### src/rtl/fifo_rd_ctrl.sv
// -----------------------------------------------------------------------------
// fifo_rd_ctrl -- read-side controller of async_fifo (read clock domain only)
//
// Synchronises the Gray write pointer from the write domain, works out empty
// and fill level, and sequences reads of a registered-output dual-port RAM.
// The RAM words are presented as a first-word-fall-through stream through a
// two-entry output stage (dout register plus one skid register). The Gray read
// pointer is exported to the write domain.
//
// Ports
//   clk                read-domain clock
//   rst_n              asynchronous active-low reset
//   wr_ptr_gray_async  Gray write pointer from the write domain (unsynchronised)
//   rd_en              pop request; a pop happens only when dout_valid is high
//   mem_ren            RAM read enable (combinational)
//   rd_addr            RAM read address
//   mem_rdata          RAM read data, valid one clk after mem_ren
//   dout               FWFT head word
//   dout_valid         dout holds a valid word
//   rd_ptr_gray        registered Gray read pointer to the write domain
//   empty              no word available at dout
//   almost_empty       rd_level <= ALMOST_EMPTY_THRESH
//   rd_level           words in RAM + in flight + in the output stage
//   underflow          one-clk pulse after a pop request with nothing to pop
// -----------------------------------------------------------------------------

// Multi-stage synchroniser for a bus that changes at most one bit at a time.
// STAGES = 0 degenerates to a plain wire.
module cdc_dff #(
  parameter int WIDTH  = 1,
  parameter int STAGES = 2
) (
  input  logic             clk,
  input  logic [WIDTH-1:0] d,
  output logic [WIDTH-1:0] q
);

  if (STAGES == 0) begin : g_bypass
    assign q = d;
  end else begin : g_chain
    logic [WIDTH-1:0] chain [STAGES];

    // NOTE: the synchroniser flops are deliberately left without reset; their
    // power-up contents are masked by the warm-up window in the user.
    always_ff @(posedge clk) begin
      chain[0] <= d;
      for (int i = 1; i < STAGES; i++) begin
        chain[i] <= chain[i-1];
      end
    end

    assign q = chain[STAGES-1];
  end

endmodule

module fifo_rd_ctrl #(
  parameter int ADDR_WIDTH          = 4,
  parameter int DATA_WIDTH          = 8,
  parameter int NUM_SYNC_STAGES     = 2,
  parameter int ALMOST_EMPTY_THRESH = 2
) (
  input  logic                  clk,
  input  logic                  rst_n,
  input  logic [ADDR_WIDTH:0]   wr_ptr_gray_async,
  input  logic                  rd_en,
  output logic                  mem_ren,
  output logic [ADDR_WIDTH-1:0] rd_addr,
  input  logic [DATA_WIDTH-1:0] mem_rdata,
  output logic [DATA_WIDTH-1:0] dout,
  output logic                  dout_valid,
  output logic [ADDR_WIDTH:0]   rd_ptr_gray,
  output logic                  empty,
  output logic                  almost_empty,
  output logic [ADDR_WIDTH+1:0] rd_level,
  output logic                  underflow
);

  localparam int PW = ADDR_WIDTH + 1;  // pointer width (one wrap bit)
  localparam int LW = ADDR_WIDTH + 2;  // level width

  function automatic logic [PW-1:0] bin2gray(input logic [PW-1:0] b);
    return b ^ (b >> 1);
  endfunction

  function automatic logic [PW-1:0] gray2bin(input logic [PW-1:0] g);
    logic [PW-1:0] b;
    b[PW-1] = g[PW-1];
    for (int i = PW - 2; i >= 0; i--) begin
      b[i] = b[i+1] ^ g[i];
    end
    return b;
  endfunction

  // ---------------------------------------------------------------------------
  // Write pointer synchronisation and warm-up
  // ---------------------------------------------------------------------------
  logic [PW-1:0] wr_sync;
  logic [PW-1:0] wr_bin;
  logic          warmup;

  cdc_dff #(
    .WIDTH  (PW),
    .STAGES (NUM_SYNC_STAGES)
  ) u_wr_sync (
    .clk (clk),
    .d   (wr_ptr_gray_async),
    .q   (wr_sync)
  );

  assign wr_bin = gray2bin(wr_sync);

  if (NUM_SYNC_STAGES > 0) begin : g_warm
    localparam int CW = $clog2(NUM_SYNC_STAGES + 1);
    logic [CW-1:0] warm_cnt;

    // NOTE: state registers use non-blocking assignments so every flop samples
    // the pre-edge values regardless of block ordering.
    always_ff @(posedge clk or negedge rst_n) begin
      if (!rst_n) begin
        warm_cnt <= '0;
      end else if (warm_cnt != CW'(NUM_SYNC_STAGES)) begin
        warm_cnt <= warm_cnt + CW'(1);
      end
    end

    assign warmup = (warm_cnt != CW'(NUM_SYNC_STAGES));
  end else begin : g_no_warm
    assign warmup = 1'b0;
  end

  // While in reset or warming up the synchronised pointer is not trusted:
  // treat the RAM as empty and report no RAM words in the level.
  logic hold;
  assign hold = ~rst_n | warmup;

  // ---------------------------------------------------------------------------
  // Read pointer and RAM read sequencing
  // ---------------------------------------------------------------------------
  logic [PW-1:0]         rd_ptr_bin;
  logic                  inflight;
  logic                  mem_empty;
  logic                  pop;
  logic                  skid_valid;
  logic [DATA_WIDTH-1:0] skid;
  logic [1:0]            out_cnt;
  logic [2:0]            ren_budget;

  assign pop       = rd_en & dout_valid;
  assign out_cnt   = {1'b0, dout_valid} + {1'b0, skid_valid};
  assign mem_empty = hold | (rd_ptr_gray == wr_sync);

  // Words that will occupy the output stage once this clk's pop and arrival
  // settle; a new read is issued only if its data is sure to find a slot.
  assign ren_budget = 3'(out_cnt) - 3'(pop) + 3'(inflight);
  assign mem_ren    = ~mem_empty & (ren_budget <= 3'd1);
  assign rd_addr    = rd_ptr_bin[ADDR_WIDTH-1:0];

  always_ff @(posedge clk or negedge rst_n) begin
    if (!rst_n) begin
      rd_ptr_bin  <= '0;
      rd_ptr_gray <= '0;
      inflight    <= 1'b0;
    end else begin
      inflight <= mem_ren;
      if (mem_ren) begin
        rd_ptr_bin  <= rd_ptr_bin + PW'(1);
        rd_ptr_gray <= bin2gray(rd_ptr_bin + PW'(1));
      end
    end
  end

  // ---------------------------------------------------------------------------
  // Output stage: dout register + skid register
  // ---------------------------------------------------------------------------
  logic [DATA_WIDTH-1:0] dout_nxt;
  logic [DATA_WIDTH-1:0] skid_nxt;
  logic                  dout_valid_nxt;
  logic                  skid_valid_nxt;

  // NOTE: every output of this block is given a default first so no path
  // leaves a variable unassigned, which would infer a latch.
  always_comb begin
    dout_nxt       = dout;
    skid_nxt       = skid;
    dout_valid_nxt = dout_valid;
    skid_valid_nxt = skid_valid;

    // Pop first: the skid word (older) advances into dout.
    if (pop) begin
      if (skid_valid) begin
        dout_nxt       = skid;
        skid_valid_nxt = 1'b0;
      end else begin
        dout_valid_nxt = 1'b0;
      end
    end

    // Then the arriving RAM word takes the first free slot behind it.
    if (inflight) begin
      if (!dout_valid_nxt) begin
        dout_nxt       = mem_rdata;
        dout_valid_nxt = 1'b1;
      end else begin
        skid_nxt       = mem_rdata;
        skid_valid_nxt = 1'b1;
      end
    end
  end

  always_ff @(posedge clk or negedge rst_n) begin
    if (!rst_n) begin
      dout       <= '0;
      skid       <= '0;
      dout_valid <= 1'b0;
      skid_valid <= 1'b0;
      underflow  <= 1'b0;
    end else begin
      dout       <= dout_nxt;
      skid       <= skid_nxt;
      dout_valid <= dout_valid_nxt;
      skid_valid <= skid_valid_nxt;
      underflow  <= rd_en & ~dout_valid;
    end
  end

  // ---------------------------------------------------------------------------
  // Status
  // ---------------------------------------------------------------------------
  logic [PW-1:0] ram_words;

  assign ram_words    = hold ? '0 : (wr_bin - rd_ptr_bin);
  assign rd_level     = LW'(ram_words) + LW'(inflight) + LW'(out_cnt);
  assign empty        = ~dout_valid;
  assign almost_empty = (rd_level <= LW'(ALMOST_EMPTY_THRESH));

endmodule
### config.mk
export PLATFORM = sky130hd
export DESIGN_NAME = fifo_rd_ctrl
export DESIGN_NICKNAME = d
export VERILOG_FILES = /design/src/rtl/fifo_rd_ctrl.sv
export SDC_FILE = /design/constraint.sdc
export NUM_CORES = 1
export LEC_CHECK = 0
export CAP_MARGIN = 10
export CORE_UTILIZATION = 38
export DETAILED_ROUTE_END_ITERATION = 7
export PLACE_DENSITY = 0.68
export SLEW_MARGIN = 40
export SYNTH_ARGS = -nofsm -noshare
export SYNTH_HDL_FRONTEND = slang
export SYNTH_HIERARCHICAL = 1
export SYNTH_SLANG_ARGS = --single-unit
### constraint.sdc
create_clock -name clk -period 4.2 [get_ports clk]
set_input_delay 0.63 -clock clk [delete_from_list [all_inputs] [get_ports clk]]
set_output_delay 0.63 -clock clk [all_outputs]
set_load 0.05 [all_outputs]
[After elaboration in Yosys (flattened, before gate mapping)]
Memory sizes are Yosys's and may differ from the RTL's.
Index checks and enable logic that the tools add are counted.
W data, S select, Z words.
Cells by class
  add/subtract/negate cells: 8
  $lt $le $gt $ge: 2
  equality and inequality tests: 2
  multiplexer cells: 11
  bitwise logic cells: 13
  reduce and logical (&&, ||, !) cells: 1
Operators by type and width (number)
  $mux W8: 4
  $add A5 B1 Y6: 1
  $add A6 B2 Y6: 1
  $le A6 B2 Y1 const B: 1
  $mux W1: 6
  $add A5 B1 Y5 const B: 1
  $eq A5 B5 Y1: 1
  $mux W5: 1
  $sub A5 B5 Y5: 1
  $xor A5 B4 Y5: 1
  $xor A1 B1 Y1: 4
  $add A3 B1 Y3: 1
  $and A1 B1 Y1: 3
  $le A3 B1 Y1 const B: 1
  $not A1 Y1: 3
  $sub A2 B1 Y3: 1
  $add A1 B1 Y2: 1
  $add A2 B1 Y2 const B: 1
  $ne A2 B2 Y1 const B: 1
  $or A1 B1 Y1: 2
  $reduce_and A2 Y1: 1
Word-level totals
  bits in registers: 32
  RAM bits: 10
  input port bits: 16
  memories kept: 1
Memories
  u_wr_sync.g_chain.chain: depth 2, bits a word 5, rd ports 2, clocked after memory_dff 0, wr ports 2, line 41  | logic [WIDTH-1:0] chain [STAGES];

[Logic depth before layout (Yosys ltp)]
  word-level depth: 9
  gate-level depth with buffers: 15
  depth with buffers taken out: 14

[By module]
Netlist, hierarchy kept.
By module, submodules not included
  fifo_rd_ctrl: instances 1, cells each 177, area an instance 1856.8 µm², seq. area each 775.7 µm²
  cdc_dff: instances 1, cells each 15, area an instance 237.7 µm², seq. area each 200.2 µm²

[Worst setup path before layout]
OpenSTA, ideal clock, no wires.
  path type: flip-flop to output port
  from: memory u_wr_sync/g_chain.chain[0][9] (netlist bit)
  to: output almost_empty
  data arrival time: 4361 ps
  data required time: 3570 ps
  setup slack: -791 ps
  cell stages (with the launch flop): 14
  buffers on the path: 1
  cell sequence: dfxtp_1 > buf_4 > xor2_1 > xor2_1 > xor2_1 > xnor2_1 > ha_1 > or2_2 > fa_1 > fa_1 > or3_1 > nor3_1 > o22ai_1 > nor3b_1
RTL lines
  from (decl): line 41
  to (decl): line 74  | output logic almost_empty,

==> impl_summary.log <==
INFO  metric result_of_the_run = complete, but fails checks
INFO  metric failed_checks = setup timing
INFO  metric xor_and_xnor_fraction_of_the_mapped_netlist_area = 0.105
INFO  metric crit_required = about 3600 ps
INFO  metric synth_cells = between 150 and 200
INFO  metric yosys.area.top_type_share = 0.370
INFO  metric post_drt_wl_per_cell = about 13 um
INFO  metric critical_path_class = register to primary output
INFO  metric ys_ff_latch = 41
INFO  metric max_clock_freq = roughly 230 MHz
INFO  metric fin_area = roughly 2900 um^2
INFO  metric setup.worst_path.start = u_wr_sync/g_chain.chain[0][8]
INFO  metric max_slew_violation_total_from_the_final_report = 0
INFO  metric postSynthAreaPerCell = 10.9 um^2
INFO  metric worst_skew_pair.late_latency = slightly below 300 ps
INFO  metric clock_sinks = 41
INFO  metric multiInputGateArea = between 1000 and 1500 um^2
INFO  metric grt_first_pass_wirelength = roughly 6700 um
INFO  metric setup_viol_count_final = 2
INFO  metric max-clock-path-buffers = 2
INFO  metric number_of_distinct_standard_cells_referenced_by_the_synthesized_netlist = 36
INFO  metric die_height = 76.2 um
INFO  metric synth_simple_gate_area_frac = 0.106
INFO  metric boundaryPins = 44
INFO  metric detailroute.via_count = 1461
INFO  metric initial_antenna_violation_count = 0
INFO  metric design.die.area = 5810 um^2
INFO  metric slowest_delay = approximately 390 ps
INFO  metric detailed_placement_hpwl = a little under 3000 um
INFO  metric cp_num_buf_inv = 1
INFO  metric finish.net_count = 270
INFO  metric routed_wirelength = a little under 4000 um
INFO  metric routed_via_density = 4.71
INFO  metric hold_viol = 0
INFO  metric holdCritPathClass = register to register
INFO  metric cts.clk_slew.worst_paths = about 80 ps
INFO  metric most_frequent_cp_cell = sky130_fd_sc_hd__fa_2
INFO  metric synth-compound-area-share = 0.0651
INFO  metric finalWeightedCongestion = just over 0.7
INFO  metric min_from = u_wr_sync/g_chain.chain[0][2]
INFO  metric dpl-instance-area = about 2700 um^2
INFO  metric synth_top_flop_cell = sky130_fd_sc_hd__dfrtp_1
INFO  metric dr.first_iter.drc_count = 54
INFO  metric die_width = roughly 76 um
INFO  metric pin_count_of_the_biggest_net_entering_global_routing = 34
INFO  metric drc_errors = 0
INFO  metric timing.critical_path.arrival = approximately 3700 ps
INFO  metric grt_setup_unrepaired = yes
INFO  metric synth.area.mux_share = 0.0974
INFO  metric ant_nets = 0
INFO  metric regToRegStartpoint = dout_valid
INFO  metric maxCapViolCount = 0
INFO  metric synth.yosys.warnings = 6
INFO  metric final.setup.worst_slack = -103 ps
INFO  metric seqCellArea = around 980 um^2
INFO  metric number_of_enable_flip_flop_cells_after_synthesis = 0
INFO  metric worst_clock_skew = 3.83 ps
INFO  metric number_of_global_route_vias_before_repair = approximately 1400
INFO  metric worst_path_top_cell_family_by_delay = adder cells
INFO  metric io_buffer_count = 43
INFO  metric syn_to_final_growth = 37.3%
INFO  metric synth-seq-area-share = 0.466
INFO  metric post_synth_main_area_contributors = sky130_fd_sc_hd__dfrtp_1 37%, sky130_fd_sc_hd__dfxtp_1 9.6%, sky130_fd_sc_hd__ha_1 6.6%, sky130_fd_sc_hd__mux2_2 5.9%, sky130_fd_sc_hd__xnor2_1 5.9%
INFO  metric drt_pre_antenna_iters = 4
INFO  metric critical_path.slowest_cell = sky130_fd_sc_hd__or3_4
INFO  metric drive_above_1_share = 0.221
INFO  metric worst_slew_margin_relative_to_its_limit = 0.660
INFO  metric core_area = 5200 um^2
INFO  metric finalCritPeriodShare = 1.02
INFO  metric initial_core_util = 0.402
INFO  metric antenna_cells_inserted = 0
INFO  metric cts_hold_buf = 0
INFO  metric clock_tree.htree_level_count = 2
INFO  metric synth_top_family_by_area = simple AND/OR/NAND/NOR gates
INFO  metric fin_setup_tns = -128 ps
INFO  metric critical_path.endpoint_type = primary output
INFO  metric count_of_fill_cells_added_during_filler_insertion = between 400 and 500
INFO  metric synth-async-reset-ratio = 0.756
INFO  metric fraction_of_the_mapped_netlist_area_in_adder_cells = 0.104
INFO  metric gr-usage-all-layers = 0.146
INFO  metric synthesis.area = 2090 um^2
INFO  metric syn_nets = between 200 and 250
INFO  metric clk_root_buffer_cell = sky130_fd_sc_hd__clkbuf_8
INFO  metric row_count = 26
INFO  metric crit_path_cell_trace = xor2_4, xor2_2, xor2_1, xnor2_1, ha_2, or2_4, fa_2, fa_2, or3_4, nor3_2, o22ai_2, nor3b_4, buf_12
INFO  metric cp_max_fo = 2
INFO  metric finalCriticalPeriod = around 4300 ps
INFO  metric cts_tree = done
INFO  metric timing_worst_slew_pin_value = between 500 and 600 ps
INFO  metric layout_common_cells = 35 x sky130_fd_sc_hd__clkdlybuf4s50_1, 31 x sky130_fd_sc_hd__dfrtp_1, 17 x sky130_fd_sc_hd__nand2_1, 14 x sky130_fd_sc_hd__xnor2_1
INFO  metric grt_overflow = 0
INFO  metric mostFrequentLayoutCell = sky130_fd_sc_hd__clkdlybuf4s50_1
INFO  metric worstSetupStartpointType = register
INFO  metric synth_top_area_cell = sky130_fd_sc_hd__dfrtp_1
INFO  metric post-route-util = 0.553
INFO  metric tritoncts.num_buffers = 5
logic make-up (layout without fill, tap and decap cells):
group / Yosys count / after routing
flops: 41 / 41
fa+ha+maj: 15 / 15
mux: 19 / 19
buf+inv: 24 / 72
compound gates: 24 / 24
simple gates: 44 / 44
xor+xnor: 25 / 25
metrics by stage:
stage	worst slack, ps	cells	hold slack, ps
after floorplan	-73.0	192	310
after global placement	115	298	312
after detailed placement	44.2	298	313
after CTS	-157	309	333
after global routing	-277	310	347
final	-103	310	332
cell type report:
class | instances | area share
multi-input cells | 127 | 0.373
flip-flops and latches | 41 | 0.342
repair buffers | 50 | 0.200
clock buffers | 7 | 0.0335
well taps | 70 | 0.0304
inverters | 14 | 0.0183
clock inverters | 1 | 0.00304
final timing paths:
| check | to | slack (ps) | depth (start not counted) |
|---|---|---|---|
| hold reg to reg | u_wr_sync/g_chain.chain[0][7] | 330 | 0 |
| hold / removal | u_wr_sync/g_chain.chain[0][7] | 330 | 0 |
| max in group asynchronous | rd_ptr_gray[3] | 3080 | 2 |
| min in group asynchronous | rd_ptr_gray[2] | 820 | 2 |
| setup reg to reg | rd_ptr_gray[2] | 1320 | 9 |
| setup / recovery | almost_empty | -100 | 13 |
flip-flops by register name, summed over array words and instances, names as in the netlist:
signal and flops:
rd_ptr_bin 4, skid_valid 1, dout_valid 1, inflight 1
dout 8, u_wr_sync/g_chain.chain 10, skid 8, g_warm.warm_cnt 2
underflow 1, rd_ptr_gray 5
synthesized netlist by cell type, types with 2 or more instances:
cell                       number
sky130_fd_sc_hd__o22ai_1        3
sky130_fd_sc_hd__nand4_1        2
sky130_fd_sc_hd__fa_1           4
sky130_fd_sc_hd__nor2b_1        3
sky130_fd_sc_hd__nor2_1         8
sky130_fd_sc_hd__xnor2_1       14
sky130_fd_sc_hd__buf_4          5
sky130_fd_sc_hd__o21ai_0       13
sky130_fd_sc_hd__dfxtp_1       10
sky130_fd_sc_hd__nand3_1        2
sky130_fd_sc_hd__ha_1          11
sky130_fd_sc_hd__mux2_2        11
sky130_fd_sc_hd__or2_2          2
sky130_fd_sc_hd__inv_1         14
sky130_fd_sc_hd__mux2i_1        8
sky130_fd_sc_hd__clkbuf_1       2
sky130_fd_sc_hd__nor3_1         2
sky130_fd_sc_hd__nand2_1       17
sky130_fd_sc_hd__xor2_1        11
sky130_fd_sc_hd__dfrtp_1       31
sky130_fd_sc_hd__a21oi_1        4
layer usage:
metal | GRT usage | routed length [um] | vias up
met5 | 0 | 0 | -
met4 | 0.0519 | 57 | 0
met3 | 0.0419 | 153 | 6
met2 | 0.240 | 1920 | 26
met1 | 0.184 | 1780 | 706
li1 | - | - | 723
repair_timing:
item | 4_1_cts | 5_1_grt
pin swaps | 12 | 8
setup buffers | 3 | 1
gates resized for setup | 6 | 9
cloned | 0 | 0
hold endpoints to repair | 0 | 0
setup endpoints to repair | 2 | 4
Power is left out: the tool's default activity adds up to more than one toggle a clock period on the data nets, which glitch-free logic cannot reach.
